File: config.mk
export PLATFORM = sky130hd
export DESIGN_NAME = instruction_memory
export DESIGN_NICKNAME = d
export VERILOG_FILES = /design/src/rtl/imem_pkg.sv /design/src/rtl/imem_addr_check.sv /design/src/rtl/instruction_memory.sv
export SDC_FILE = /design/constraint.sdc
export NUM_CORES = 2
export LEC_CHECK = 0
export BUFFER_PORTS_ARGS = -buffer_cell sky130_fd_sc_hd__buf_2
export CAP_MARGIN = 5
export CORE_ASPECT_RATIO = 0.6
export CORE_UTILIZATION = 55
export CTS_CLUSTER_SIZE = 14
export DETAILED_ROUTE_END_ITERATION = 10
export GPL_ROUTABILITY_DRIVEN = 0
export MAX_ROUTING_LAYER = met4
export PLACE_DENSITY = 0.71
export RECOVER_POWER = 50
export SYNTH_ARGS = -nofsm -noshare
export SYNTH_HDL_FRONTEND = slang
export SYNTH_HIERARCHICAL = 1
export SYNTH_SLANG_ARGS = --single-unit
File: constraint.sdc
create_clock -name clk -period 2.5 [get_ports clk]
set_clock_uncertainty 0.15 [all_clocks]
set_input_delay 0.125 -clock clk [delete_from_list [all_inputs] [get_ports clk]]
set_output_delay 0.125 -clock clk [all_outputs]
set_load 0.02 [all_outputs]
File: src/rtl/imem_pkg.sv
// Shared constants and helpers for the RV32 instruction memory.
// Holds the bus-width defaults, the fault/reset NOP and byte-to-word conversion.
package imem_pkg;

    localparam int unsigned INSTR_WIDTH_DEFAULT   = 32;
    localparam int unsigned ADDRESS_WIDTH_DEFAULT = 32;

    // addi x0,x0,0: a harmless word to fetch when nothing valid is available.
    localparam logic [INSTR_WIDTH_DEFAULT-1:0] NOP_WORD_DEFAULT = 32'h00000013;

    function automatic logic [ADDRESS_WIDTH_DEFAULT-3:0] word_index(
        input logic [ADDRESS_WIDTH_DEFAULT-1:0] addr
    );
        return (ADDRESS_WIDTH_DEFAULT-2)'(addr >> 2);
    endfunction

endpackage

File: src/rtl/imem_addr_check.sv
// Alignment and range qualification of a byte address against a word array.
// Shared by the fetch path and the load port.
module imem_addr_check #(
    parameter int unsigned ADDRESS_WIDTH = 32,
    parameter int unsigned LENGTH        = 64
) (
    input  logic [ADDRESS_WIDTH-1:0] addr_i,
    output logic                     misaligned_o,
    output logic                     out_of_range_o
);

    localparam int unsigned IndexWidth = ADDRESS_WIDTH - 2;
    // One spare bit so LENGTH itself always fits; high address bits then never alias.
    localparam logic [IndexWidth:0] LengthExt = (IndexWidth + 1)'(LENGTH);

    always_comb begin
        misaligned_o   = addr_i[1:0] != 2'b00;
        out_of_range_o = {1'b0, addr_i[ADDRESS_WIDTH-1:2]} >= LengthExt;
    end

endmodule

File: src/rtl/instruction_memory.sv
// Word-organised instruction store with a zero-latency combinational fetch,
// a synchronous load port, and alignment/range fault reporting.
module instruction_memory
    import imem_pkg::*;
#(
    parameter int unsigned              INSTR_WIDTH   = INSTR_WIDTH_DEFAULT,
    parameter int unsigned              ADDRESS_WIDTH = ADDRESS_WIDTH_DEFAULT,
    parameter int unsigned              LENGTH        = 64,
    parameter string                    PROGRAM       = "factorial.txt",
    parameter logic [INSTR_WIDTH-1:0]   NOP_WORD      = INSTR_WIDTH'(NOP_WORD_DEFAULT)
) (
    input  logic                     clk,
    input  logic                     rst_n,
    input  logic [ADDRESS_WIDTH-1:0] Adress,
    output logic [INSTR_WIDTH-1:0]   instruction,
    input  logic                     load_en,
    input  logic [ADDRESS_WIDTH-1:0] load_addr,
    input  logic [INSTR_WIDTH-1:0]   load_data,
    output logic                     misaligned,
    output logic                     out_of_range,
    output logic                     fault_sticky
);

    localparam int unsigned IdxWidth = (LENGTH > 1) ? $clog2(LENGTH) : 1;

    logic [INSTR_WIDTH-1:0] memory [0:LENGTH-1];

    logic fetch_misaligned, fetch_out_of_range;
    logic load_misaligned, load_out_of_range;
    logic fault_sticky_q, fault_sticky_d;

    imem_addr_check #(
        .ADDRESS_WIDTH (ADDRESS_WIDTH),
        .LENGTH        (LENGTH)
    ) u_fetch_check (
        .addr_i         (Adress),
        .misaligned_o   (fetch_misaligned),
        .out_of_range_o (fetch_out_of_range)
    );

    imem_addr_check #(
        .ADDRESS_WIDTH (ADDRESS_WIDTH),
        .LENGTH        (LENGTH)
    ) u_load_check (
        .addr_i         (load_addr),
        .misaligned_o   (load_misaligned),
        .out_of_range_o (load_out_of_range)
    );

    always_comb begin
        instruction = NOP_WORD;
        if (rst_n && !fetch_misaligned && !fetch_out_of_range) begin
            instruction = memory[IdxWidth'(word_index(ADDRESS_WIDTH_DEFAULT'(Adress)))];
        end
    end

    // Contents survive reset, so the load port is deliberately not gated by rst_n.
    always_ff @(posedge clk) begin
        if (load_en && !load_misaligned && !load_out_of_range) begin
            memory[IdxWidth'(word_index(ADDRESS_WIDTH_DEFAULT'(load_addr)))] <= load_data;
        end
    end

    always_comb begin
        fault_sticky_d = fault_sticky_q | fetch_misaligned | fetch_out_of_range;
    end

    always_ff @(posedge clk or negedge rst_n) begin
        if (!rst_n) begin
            fault_sticky_q <= 1'b0;
        end else begin
            fault_sticky_q <= fault_sticky_d;
        end
    end

    assign misaligned   = fetch_misaligned;
    assign out_of_range = fetch_out_of_range;
    assign fault_sticky = fault_sticky_q;

endmodule

Yosys cells after proc, flatten, opt, wreduce, memory -nomap -nowiden
Memories as Yosys holds them, arrays and structs flattened. Cells that the tools add are included.

Register bits after elaboration: 1. Bits in writable memories: 2048. Input port bits: 99. Output and inout bits: 35. Logic and storage cells: 19. Memories kept: 1.

$lt $le $gt $ge: 2. Multiplexer cells: 3. Bitwise gates (word level): 2. Reduce and logical (&&, ||, !) cells: 10.

Memory list: memory (words 64, bits a word 32, read ports 1, clocked after memory_dff 0, write ports 1, RTL line instruction_memory.sv:26) `logic [INSTR_WIDTH-1:0] memory [0:LENGTH-1];`.

Operators with widths (count): $ge A30 B7 Y1 const B (2); $mux W32 (1); $logic_and A1 B1 Y1 (4); $logic_not A1 Y1 (4); $reduce_bool A2 Y1 (2); $mux W1 (2); $or A1 B1 Y1 (2).

Depth between registers and ports, before layout
Word-level depth: 6. Mapped depth: 10.

By module
Netlist, hierarchy kept.

By module, submodules not included: instruction_memory (instances 1, cells each 3229, area an instance 78357.7 sq um, sequential area each 61524.0 sq um); imem_addr_check (instances 2, cells each 12, area an instance 77.6 sq um, sequential area each 0.0 sq um).

Worst setup path after synthesis
Ideal clock, no wire load.

Path kind: in2reg. Start: in load_addr[17]. End: mem memory[59][0] in the netlist's numbering (enable). Data arrival time: 2817 ps. Required time: 1929 ps. Path slack: -888 ps. Stages on the path: 6. Path through: nor4_1 > and4_1 > nand4_1 > nor4b_1 > nand3_1 > nor2_1.

Cells in the longest elaborated chain, start to end: 5.

Ends and longest elaborated chain: start: declaration (RTL line instruction_memory.sv:17) `input logic [ADDRESS_WIDTH-1:0] load_addr,`; $ge A30 B7 Y1 (RTL line imem_addr_check.sv:18) `out_of_range_o = {1'b0, addr_i[ADDRESS_WIDTH-1:2]} >= LengthExt;`; named net load_out_of_range (RTL line instruction_memory.sv:29) `logic load_misaligned, load_out_of_range;`; $logic_not A1 Y1 (RTL line instruction_memory.sv:59) `if (load_en && !load_misaligned && !load_out_of_range) begin`; $logic_and A1 B1 Y1 (RTL line instruction_memory.sv:59); $mux W1 (RTL line instruction_memory.sv:59); $mux W1 (not written as such) (RTL line instruction_memory.sv:60) `memory[IdxWidth'(word_index(ADDRESS_WIDTH_DEFAULT'(load_addr)))] <= load_data;`; end: declaration (RTL line instruction_memory.sv:26).

The timed path passes the listed nets, and every way through them passes these cells.

Worst setup path after layout
Start: mem memory[29][23] in the netlist's numbering. End: out instruction[23].

Cells in the longest elaborated chain, start to end: 2.

Ends and longest elaborated chain: $mem_v2 Z64 W32; $mux W32 (RTL line instruction_memory.sv:52) `if (rst_n && !fetch_misaligned && !fetch_out_of_range) begin`; end: declaration (RTL line instruction_memory.sv:15) `output logic [INSTR_WIDTH-1:0] instruction,`.

No other way between the ends.

==> out/results.ini <==
[logic_synthesis]
synth_nets=3352
netlist_area_um2=78500
ys_async_sr_fraction=0.000488
yosysWarnings=6
synth_edf_count=2048
synth_cell_types=49
synth_cells=3253
synth-seq-cells=2049
syn_avg_cell_area_um2=24.1
synth_seq_area_share=0.784
synth_flop_cell=edfxtp_1

[final_layout]
final_common_cell=edfxtp_1
seqCellArea_um2=61500
fin_util=0.668
nets=4049
final_cell_mix=edfxtp_1, mux4_2, buf_4, buf_12, clkbuf_16
num-fill-cells=8398
multi_input_area_um2=17400
drive_gt1_frac=0.396
area_growth_pct=19.6

[clock_network]
cts_buffers=176
cts-root-buf=clkbuf_16
cts_tree=yes
clk_path_buf_depth=3
ctsHtreeMaxLevel=4
clk_pin_slew_worst_paths_ns=0.06
insertion_delay_ns=0.80
cts.sinks=2049

[timing]
fin_crit_ns=3.26
finalSetupViolCount=32
rsz0062_at_grt=true
relSlewSlack=-0.419
setup_ws_ns=-0.765
worst_slew_pin_slew_ns=2.13
hold_viol_final=0
post-route-period-util=1.31
tns_ns=-17.98
max_clock_freq_mhz=306
drv_slew=279

[drt]
wirelength_um=219000
avgRoutedWirePerCell_um=36.8
viasPerCell=6.77
first_iter_violations=6624
drc=0
first_pass_iters=6
ant_nets=0
vias=40300

[global_route]
grt_overflow_total=0
antenna_found_initial=5
first_global_vias=40100
grt_max_degree=69
gr-usage-met2=0.448
top_usage_layer=met1
met3_usage=0.0749
grt_usage=0.320
grt_pass1_wl_um=306000
grt_use_met1=0.475

[floorplan]
floorplan.initialDensity=0.559
coreArea_um2=140000
core.rowCount=106
die_w_um=490
die_h_um=295
pin_count=134
die_area_um2=144000

[critical_path]
rrSetupSlack_ns=0.96
worstSetupPathType=reg -> out
timing.rr.end=fault_sticky$_DFF_PN0_
worstSetupStartpoint=memory[29][23]$_DFFE_PP_
worstPathMaxFanout=1
rr_worst_depth=2
start_kind=flop
worstReg2RegStart=fault_sticky$_DFF_PN0_
arrival_ns=2.99
worst_setup_path_end_kind=output port
required_ns=2.23

[run]
maxCapViolCount=8

[placed_design]
detailed_place_hpwl_um=137000
portBuffers=133

[min_path]
worst_hold_startpoint=load_addr[2]
hp-class=in -> reg
hold_path_depth=6
min_to=memory[35][23]$_DFFE_PP_

[pwr]
cellPowerDensity_nw_per_um2=711
irDropWorstVdd_v=0.000658
p_leak_uw=0.0297

[run_status]
violations=capacitance limit, slew limit, setup timing
status=finished, violations left

-- final cells by class --
type | instances | area share
Antenna cell | 4 | 0.000107
Clock buffer | 220 | 0.0487
Clock inverter | 70 | 0.00607
Inverter | 2 | 0.000133
Multi-Input combinational cell | 1035 | 0.186
Sequential cell | 2049 | 0.655
Tap cell | 1890 | 0.0252
Timing Repair Buffer | 686 | 0.0788
-- report_power, final --
group | switching, uW | internal, uW
Clock | 12100 | 13300
Sequential | 0.00000277 | 37800
Combinational | 2060 | 1540
-- flip-flops by register name, indices dropped and copies added (netlist names) --
signal / count
fault_sticky: 1
memory: 2048
-- cells in the mapped netlist, types with 3 or more instances --
cell type / instances / area, um^2
edfxtp_1: 2048 / 61500
nand3b_1: 6 / 45.0
buf_4: 27 / 203
o21ai_1: 5 / 25.0
nor4b_1: 3 / 26.3
a31oi_1: 13 / 81.3
nor2_1: 96 / 360
mux2_2: 15 / 169
nor3_1: 13 / 65.1
a211oi_1: 8 / 60.1
a211o_1: 4 / 35.0
o22ai_1: 21 / 131
mux2i_1: 94 / 941
buf_1: 28 / 105
nor2b_1: 9 / 56.3
buf_6: 13 / 146
or2_2: 3 / 18.8
nand3_1: 14 / 70.1
a22oi_1: 26 / 195
a21oi_1: 8 / 40.0
buf_2: 56 / 280
clkbuf_1: 43 / 161
o211ai_1: 9 / 67.6
or3b_2: 3 / 26.3
o21ai_0: 11 / 55.1
nand2_1: 45 / 169
mux4_2: 582 / 13100
nor4_1: 17 / 106
nand2b_1: 4 / 25.0
nand4_1: 3 / 18.8
-- stage by stage --
step / area, um^2 / total power [uW] / instances / setup WS [ns] / hold slack (ns)
2_1_floorplan: 79100 / 40200 / 3253 / -0.168 / -0.321
3_3_place_gp: 87500 / 41800 / 5627 / -1.06 / -0.234
3_5_place_dp: 87500 / 41900 / 5627 / -1.05 / -0.232
4_1_cts: 93700 / 66900 / 5950 / -0.789 / 0.0301
5_1_grt: 93900 / 68300 / 5956 / -0.834 / 0.0883
6_report: 93900 / 66700 / 5956 / -0.765 / 0.0905
-- what timing repair did --
action	CTS	global route
gates resized for setup	178	46
hold endpoints to repair	1891	0
hold buffers	40	0
setup buffers	0	3
endpoints found under the setup margin	32	33
pin swaps	47	29
-- worst max-delay path by stage --
stage	cells after the start	endpoint
after detailed placement	11	instruction[17]
after global placement	15	instruction[25]
after global routing	6	instruction[23]
final	6	instruction[23]
after floorplan	6	memory[61][0]$_DFFE_PP_
after CTS	7	instruction[1]
-- kinds of logic (layout without fill, tap and decap cells) --
logic type,count (synthesis),count (layout),synth area share
and+or+nand+nor,224,224,0.0133
other,0,4,0
buffers and inverters,169,978,0.0115
AOI/OAI and AO/OA,120,120,0.0105
DFF,2049,2049,0.784
muxes,691,691,0.181
-- layer usage --
metal  routed length (um)  up-vias
met4                 6280        0
met3                31200      390
met1                83700    21400
met2                97800     3096
li1                     -    15500
met5                    0        -
-- critical path: stages, from the launching register on --
cell and delay [ns]:
edfxtp_1 0.36, mux4_2 0.50, mux4_2 0.54, a22oi_2 0.41, buf_4 0.20, nand2_4 0.04, buf_6 0.14
Note: power is estimated with default switching activity, not from simulation.
